[config.mk]
export PLATFORM = sky130hd
export DESIGN_NAME = fft_frame_sequencer_flat
export DESIGN_NICKNAME = d
export VERILOG_FILES = /design/src/rtl/fft_frame_sequencer_if.sv /design/src/rtl/fft_frame_sequencer.sv /design/src/flat_wrapper.sv
export SDC_FILE = /design/constraint.sdc
export NUM_CORES = 1
export LEC_CHECK = 0
export ABC_AREA = 1
export CORE_AREA = 2 2 108 110
export DETAILED_ROUTE_END_ITERATION = 6
export DIE_AREA = 0 0 110 112
export PLACE_DENSITY_LB_ADDON = 0.1
export SLEW_MARGIN = 25
export SYNTH_ARGS = -nofsm -noshare
export SYNTH_HDL_FRONTEND = slang
export SYNTH_SLANG_ARGS = --single-unit
[constraint.sdc]
create_clock -name clk -period 5.3 [get_ports clk]
set_input_delay 0.795 -clock clk [delete_from_list [all_inputs] [get_ports clk]]
set_output_delay 0.795 -clock clk [all_outputs]
set_load 0.1 [all_outputs]
[src/rtl/fft_frame_sequencer_if.sv]
// fft_frame_sequencer_if: FFT config and frame-sample AXI-stream channels.
interface fft_frame_sequencer_if;
  logic [15:0] cfg_tdata;
  logic        cfg_tvalid;
  logic        cfg_tready;
  logic [31:0] frame_tdata;
  logic        frame_tvalid;
  logic        frame_tready;
  logic        frame_tlast;
  modport master (
    output cfg_tdata, cfg_tvalid, frame_tdata, frame_tvalid, frame_tlast,
    input  cfg_tready, frame_tready
  );
  modport slave (
    input  cfg_tdata, cfg_tvalid, frame_tdata, frame_tvalid, frame_tlast,
    output cfg_tready, frame_tready
  );
endinterface

[src/rtl/fft_frame_sequencer.sv]
// fft_frame_sequencer: configures the FFT core when the scaling changes, then streams one BRAM frame oldest-first.
// Define AUTO_TRIGGER_EN to add a free-running trigger every TRIG_PERIOD cycles.
module fft_frame_sequencer #(
  parameter int ADDR_W      = 12,
  parameter int FRAME_LEN   = 4096,
  parameter int SAMPLE_W    = 16,
  parameter int TRIG_PERIOD = 1048576
) (
  input  logic                clk,
  input  logic                aresetn,
  input  logic                start,
  input  logic [ADDR_W-1:0]   head,
  input  logic [11:0]         scale_sch,
  output logic [ADDR_W-1:0]   rd_addr,
  input  logic [SAMPLE_W-1:0] rd_data,
  output logic                busy,
  output logic                frame_done,
  output logic [15:0]         overrun_cnt,
  fft_frame_sequencer_if.master axis
);
  localparam int CNT_W = $clog2(FRAME_LEN + 1);
  if (FRAME_LEN > 2**ADDR_W || SAMPLE_W > 16 || TRIG_PERIOD < 1) begin : g_bad_params
    $error("fft_frame_sequencer: illegal parameter combination");
  end
  typedef enum logic [1:0] {IDLE, CFG, STREAM} state_t;
  state_t r_state, w_next;
  logic              w_trig;
  logic [ADDR_W-1:0] r_addr;
  logic [CNT_W-1:0]  r_left;
  logic [11:0]       r_scale_q, r_scale_sent;
  logic              r_cfg_dirty, r_done, r_pend, r_pend_last;
  logic [15:0]       r_ovr;
  logic [15:0]       r_buf_d [2];
  logic              r_buf_l [2];
  logic              r_rp, r_wp;
  logic [1:0]        r_cnt, w_after;
  logic [15:0]       w_ext, w_odata;
  logic              w_dirty, w_cfg_hs, w_valid, w_olast, w_pop, w_push, w_bpop, w_issue, w_last_hs;
`ifdef AUTO_TRIGGER_EN
  localparam int TC_W = TRIG_PERIOD > 1 ? $clog2(TRIG_PERIOD) : 1;
  logic [TC_W-1:0] r_tcnt;
  always_ff @(posedge clk or negedge aresetn)
    if (!aresetn) r_tcnt <= '0;
    else r_tcnt <= (r_tcnt == TC_W'(TRIG_PERIOD - 1)) ? '0 : r_tcnt + 1'b1;
  assign w_trig = start | (r_tcnt == TC_W'(TRIG_PERIOD - 1));
`else
  assign w_trig = start;
`endif
  // Output comes straight from BRAM when the skid buffer is empty, so the first sample meets the 2-cycle latency.
  assign w_ext     = 16'($signed(rd_data));
  assign w_valid   = (r_cnt != 2'd0) | r_pend;
  assign w_odata   = (r_cnt != 2'd0) ? r_buf_d[r_rp] : w_ext;
  assign w_olast   = (r_cnt != 2'd0) ? r_buf_l[r_rp] : r_pend_last;
  assign w_pop     = w_valid & axis.frame_tready;
  assign w_push    = r_pend & ~((r_cnt == 2'd0) & w_pop);
  assign w_bpop    = w_pop & (r_cnt != 2'd0);
  assign w_after   = r_cnt + 2'(r_pend) - 2'(w_pop);
  assign w_issue   = (r_state == STREAM) & (r_left != '0) & (w_after <= 2'd1);
  assign w_last_hs = w_pop & w_olast;
  assign w_dirty   = r_cfg_dirty | (scale_sch != r_scale_sent);
  assign w_cfg_hs  = (r_state == CFG) & axis.cfg_tready;
  assign rd_addr           = r_addr;
  assign busy              = r_state != IDLE;
  assign frame_done        = r_done;
  assign overrun_cnt       = r_ovr;
  assign axis.cfg_tvalid   = r_state == CFG;
  assign axis.cfg_tdata    = (r_state == CFG) ? {3'b0, r_scale_q, 1'b1} : '0;
  assign axis.frame_tvalid = w_valid;
  assign axis.frame_tdata  = w_valid ? {16'b0, w_odata} : '0;
  assign axis.frame_tlast  = w_valid & w_olast;
  always_ff @(posedge clk or negedge aresetn)
    if (!aresetn) r_state <= IDLE;
    else r_state <= w_next;
  always_comb begin
    w_next = r_state;
    w_next = (r_state == IDLE && w_trig) ? (w_dirty ? CFG : STREAM) :
             w_cfg_hs ? STREAM : w_last_hs ? IDLE : r_state;
  end
  always_ff @(posedge clk or negedge aresetn)
    if (!aresetn) begin
      r_addr       <= '0;
      r_left       <= '0;
      r_scale_q    <= '0;
      r_scale_sent <= '0;
      r_cfg_dirty  <= 1'b1;
      r_done       <= 1'b0;
      r_ovr        <= '0;
      r_pend       <= 1'b0;
      r_pend_last  <= 1'b0;
      r_buf_d      <= '{default: '0};
      r_buf_l      <= '{default: 1'b0};
      r_rp         <= 1'b0;
      r_wp         <= 1'b0;
      r_cnt        <= '0;
    end else begin
      r_done <= w_last_hs;
      if (w_trig && r_state != IDLE && r_ovr != 16'hFFFF) r_ovr <= r_ovr + 1'b1;
      if (r_state == IDLE && w_trig) begin
        r_addr      <= head - ADDR_W'(FRAME_LEN);
        r_left      <= CNT_W'(FRAME_LEN);
        r_scale_q   <= scale_sch;
        r_cfg_dirty <= w_dirty;
      end
      if (w_cfg_hs) begin
        r_scale_sent <= r_scale_q;
        r_cfg_dirty  <= 1'b0;
      end
      if (w_issue) begin
        r_addr <= r_addr + 1'b1;
        r_left <= r_left - 1'b1;
      end
      r_pend      <= w_issue;
      r_pend_last <= w_issue & (r_left == CNT_W'(1));
      if (w_push) begin
        r_buf_d[r_wp] <= w_ext;
        r_buf_l[r_wp] <= r_pend_last;
        r_wp          <= ~r_wp;
      end
      if (w_bpop) r_rp <= ~r_rp;
      r_cnt <= r_cnt + 2'(w_push) - 2'(w_bpop);
    end
endmodule

[src/flat_wrapper.sv]
// flat-port wrapper written by rule: the top's interface ports become plain ports
module fft_frame_sequencer_flat 
#(
  parameter int ADDR_W      = 12,
  parameter int FRAME_LEN   = 4096,
  parameter int SAMPLE_W    = 16,
  parameter int TRIG_PERIOD = 1048576
)
  (clk, aresetn, start, head, scale_sch, rd_addr, rd_data, busy, frame_done, overrun_cnt, axis_cfg_tdata, axis_cfg_tvalid, axis_frame_tdata, axis_frame_tvalid, axis_frame_tlast, axis_cfg_tready, axis_frame_tready);
  fft_frame_sequencer_if axis_i ();
  input  logic clk;
  input  logic aresetn;
  input  logic start;
  input  logic [ADDR_W-1:0] head;
  input  logic [11:0] scale_sch;
  output logic [ADDR_W-1:0] rd_addr;
  input  logic [SAMPLE_W-1:0] rd_data;
  output logic busy;
  output logic frame_done;
  output logic [15:0] overrun_cnt;
  output wire logic [$bits(axis_i.cfg_tdata)-1:0] axis_cfg_tdata;
  output wire logic [$bits(axis_i.cfg_tvalid)-1:0] axis_cfg_tvalid;
  output wire logic [$bits(axis_i.frame_tdata)-1:0] axis_frame_tdata;
  output wire logic [$bits(axis_i.frame_tvalid)-1:0] axis_frame_tvalid;
  output wire logic [$bits(axis_i.frame_tlast)-1:0] axis_frame_tlast;
  input wire logic [$bits(axis_i.cfg_tready)-1:0] axis_cfg_tready;
  input wire logic [$bits(axis_i.frame_tready)-1:0] axis_frame_tready;
  assign axis_cfg_tdata = axis_i.cfg_tdata;
  assign axis_cfg_tvalid = axis_i.cfg_tvalid;
  assign axis_frame_tdata = axis_i.frame_tdata;
  assign axis_frame_tvalid = axis_i.frame_tvalid;
  assign axis_frame_tlast = axis_i.frame_tlast;
  assign axis_i.cfg_tready = axis_cfg_tready;
  assign axis_i.frame_tready = axis_frame_tready;
  fft_frame_sequencer #(.ADDR_W(ADDR_W), .FRAME_LEN(FRAME_LEN), .SAMPLE_W(SAMPLE_W), .TRIG_PERIOD(TRIG_PERIOD)) u_core (.clk(clk), .aresetn(aresetn), .start(start), .head(head), .scale_sch(scale_sch), .rd_addr(rd_addr), .rd_data(rd_data), .busy(busy), .frame_done(frame_done), .overrun_cnt(overrun_cnt), .axis(axis_i));
endmodule
==> summary.md <==
The flow ran to the end, and the final reports show no timing, DRC or antenna violations. The count of boundary I/O pins is 126. Leading register cell type out of synthesis: dfrtp_1. In this run the standard cell core region covers 11200 um2. The worst setup path is of the reg -> out kind. The post-route netlist has 8.30% of its cells at a drive strength greater than 1.

The total global routing track utilization was 23.8%; the clock skew after layout was 0.00761 ns. The first global-routing pass estimated 23800 um of wire. TritonCTS built the clock tree. The worst pin sits at a relative slew slack of 33.4%.

The maximum number of pins on one net before global-route repair is 61. The total setup buffers inserted after CTS is 0. Data on the critical path is required at its endpoint by 4.51 ns. The initial utilization of the core area, before any placement, comes to 55.1%. The synthesized-area fraction occupied by xor and xnor cells was 5.12%.

Ranked by instance count, the synthesized netlist is headed by nand2_1 (222), dfrtp_1 (108), inv_1 (80), nand3_1 (63), nor2_1 (63). In this run the tool buffered the top-level ports with 106 buffer cells. In this run the cell area of the synthesized design comes to 6160 um2.

The most used standard cell by instance count after synthesis was nand2_1. The adder-cell share of the synthesized area works out to 1.42%. The gate count after technology mapping came out at 787. Counting flops with an async set or reset pin after synthesis yields a share of 100%.

Number of setup violations in the final report: 0. Summing all multi-input logic gate instances after layout gives 2820 um2. The number of H-tree levels was 3; the quantity of hold-fixing buffers added after cts was 0. Static timing analysis puts the maximum clock frequency at 255 MHz.

For this design, the sink count on the clock tree is 109. In this run the critical register-to-register path is captured at u_core.rd_addr[9]$_DFFE_PN0P_. The worst setup path is launched from a flip-flop. The met1 global-route usage came out at 31.6%. For the violation count after the first detailed-routing iteration, the log shows 296.

Setup repair after global routing left no endpoint under its margin. The repair_antennas step left the layout with diodes totalling 0. Yosys mapped a number of flops with a built-in enable equal to 0. Global routing used 39.2% of the available met2 tracks. The number of core rows is 39. Counting cells, the worst reg-to-reg path comes to 13.

The worst register-to-register path has a setup slack of 2.44 ns. The clock tree root driver cell was clkbuf_16. For this run, the number of Yosys warnings is 0. The total number of vias came out at 5242.

The largest total area in the synthesized netlist belongs to dfrtp_1. The synthesized netlist devotes 10.8% of its cell area to compound gates. The worst hold path class is in -> async. The largest fanout on the critical path came out at 19. The register bit count reported by yosys is 109.

The run gives 0 ns as the final total negative setup slack. The number of routed nets with antenna violations was 0. Number of global-route vias before repair: 5291. For the worst-skew pair, the clock arrives at the later sink with an insertion delay of 0.34 ns. The portion of synthesized cell area occupied by the leading cell type came out at 43.9%.

Counting the fill cells in the layout gives 948. Of the available clock period, the critical path in the final layout requires 74.1%. The run gives 9580 um as the half-perimeter wire length of the detailed placement result. Combinational family with the most area after synthesis: simple AND/OR/NAND/NOR gates. The tools report the max capacitance violation total as 0. For this run, global-route usage on met3 was measured as 4.04%.

For this block, the routed nets add up to 13800 um of wire. The synthesized-area fraction occupied by and/or/nand/nor cells works out to 27.3%. Using the TritonRoute via totals, the vias-per-cell ratio works out to 5.13.

In the final routed layout, each cell accounts on average for 13.5 um. The max-slew violation count was 0. The run gives 2 as the worst-case clock buffer depth. The initial antenna violation count is 0. For this run, design rule violations remaining after detail routing come to 0. In the post-synthesis netlist, the biggest area contributors are dfrtp_1 (44%), nand2_1 (14%), nand3_1 (5.1%).

The weighted congestion at the end of routability-driven global placement was 0.886; the flip-flop and latch area was 2730 um2. In this run the vertical extent of the chip is 112 um. The global routing stage identified its most utilized layer as met2.

The sum of overflow across all layers after global routing came out at 0. The tools report the number of hold violations in the final report as 0. The number of gates resized after CTS was 0. STA puts the critical path data arrival time at 3.13 ns. The area of the die was 12300 um2.

Dividing the synthesized area by the synthesized cell count gives 7.82 um2. The post-synthesis to final-layout area growth is 20.9%. STA classifies the critical path endpoint as a primary output. The die width was 110 um. For the pin with the worst max-slew slack, the measured transition is 0.996 ns. After clock tree synthesis, the clock-pin slew on the worst setup and hold paths is 0.07 ns. At the end of the flow, the number of nets in the layout was 926. The mux contribution to synthesized area was 0%. The worst path in the final design needs a cycle of 3.93 ns, including I/O delays and setup.

Sequential cells were found to cover 44.3% of the synthesized design area. Critical register-to-register path startpoint: u_core.r_cnt[1]$_DFF_PN0_. For this run, the detailed router's first-pass iteration total came to 5. Counting distinct cell types in the post-synthesis netlist gives 37. Counting the buffers created by CTS gives 9.
-- cell type report --
cell class	instances	share of cell area [%]
repair buffers	108	14.4
inverters	88	4.44
clock buffers	13	3.50
multi-input cells	558	38.0
flip-flops and latches	109	36.7
well taps	143	2.40
clock inverters	3	0.589
-- registers in the layout, summed over array words and instances, names as in the netlist, 12 cells and up --
name / flops
u_core.rd_addr: 12
u_core.r_scale_q: 12
u_core.r_scale_sent: 12
u_core.overrun_cnt: 16
u_core.r_buf_d: 32
u_core.r_left: 13
-- worst max path at each step --
| stage | depth (start not counted) | start | to |
|---|---|---|---|
| 3_3_place_gp | 4 | rd_data[8] | axis_frame_tdata[8] |
| 3_5_place_dp | 4 | rd_data[7] | axis_frame_tdata[7] |
| 6_report | 6 | u_core.r_rp$_DFFE_PN0P_ | axis_frame_tdata[3] |
| 2_1_floorplan | 5 | u_core.r_state[0]$_DFFE_PN0P_ | axis_cfg_tdata[10] |
| 5_1_grt | 6 | u_core.r_rp$_DFFE_PN0P_ | axis_frame_tdata[4] |
| 4_1_cts | 6 | u_core.r_rp$_DFFE_PN0P_ | axis_frame_tdata[3] |
-- metrics by stage --
stage	area [um2]	hold WS, ns	util (%)	setup slack [ns]	cells
4_1_cts	7440	0.485	66.6	1.34	1022
5_1_grt	7440	0.509	66.6	1.15	1022
6_report	7440	0.458	66.6	1.37	1022
3_3_place_gp	7130	0.466	63.8	1.75	1006
2_1_floorplan	6220	0.453	-	1.02	805
3_5_place_dp	7130	0.467	63.8	1.69	1006
-- worst max-delay path, cell delays in order (launching register included) --
cell	delay, ns
dfrtp_1	0.73
clkinv_1	0.61
nand2_1	0.19
nand3_1	0.09
o211ai_1	0.13
inv_1	0.06
clkdlybuf4s50_1	0.96
-- per-layer routing --
layer	part of all wire, %	vias to the layer above
met5	0	-
met4	1.1	0
met3	5.4	11
met2	49	153
met1	45	2449
li1	-	2629
-- cells in the final DEF, fill, tap and decap left out, types with 2 or more instances in the layout --
cell type,count
xnor2_1,14
nor3_2,4
inv_1,80
nand2_2,14
o32ai_1,9
clkdlybuf4s50_1,105
buf_4,3
nor2_1,63
ha_1,7
o21ai_1,11
clkbuf_16,9
clkbuf_1,2
nand2_1,221
nand2_4,2
nor3_1,3
dfrtp_1,108
clkinv_1,2
nand4_1,7
o21ai_2,17
inv_2,6
nor2_2,5
xor2_1,22
clkbuf_8,2
o211ai_1,7
or2_2,2
nand3_1,63
nand3_2,3
o21ai_0,59
conb_1,19
-- kinds of logic after synthesis --
family | after synthesis
buf+inv | 138
simple gates | 389
xor+xnor | 36
flops | 109
other cells | 1
compound gates | 107
fa+ha+maj | 7
Power is left out: the tool's default activity adds up to more than one toggle a clock period on the data nets, which glitch-free logic cannot reach.
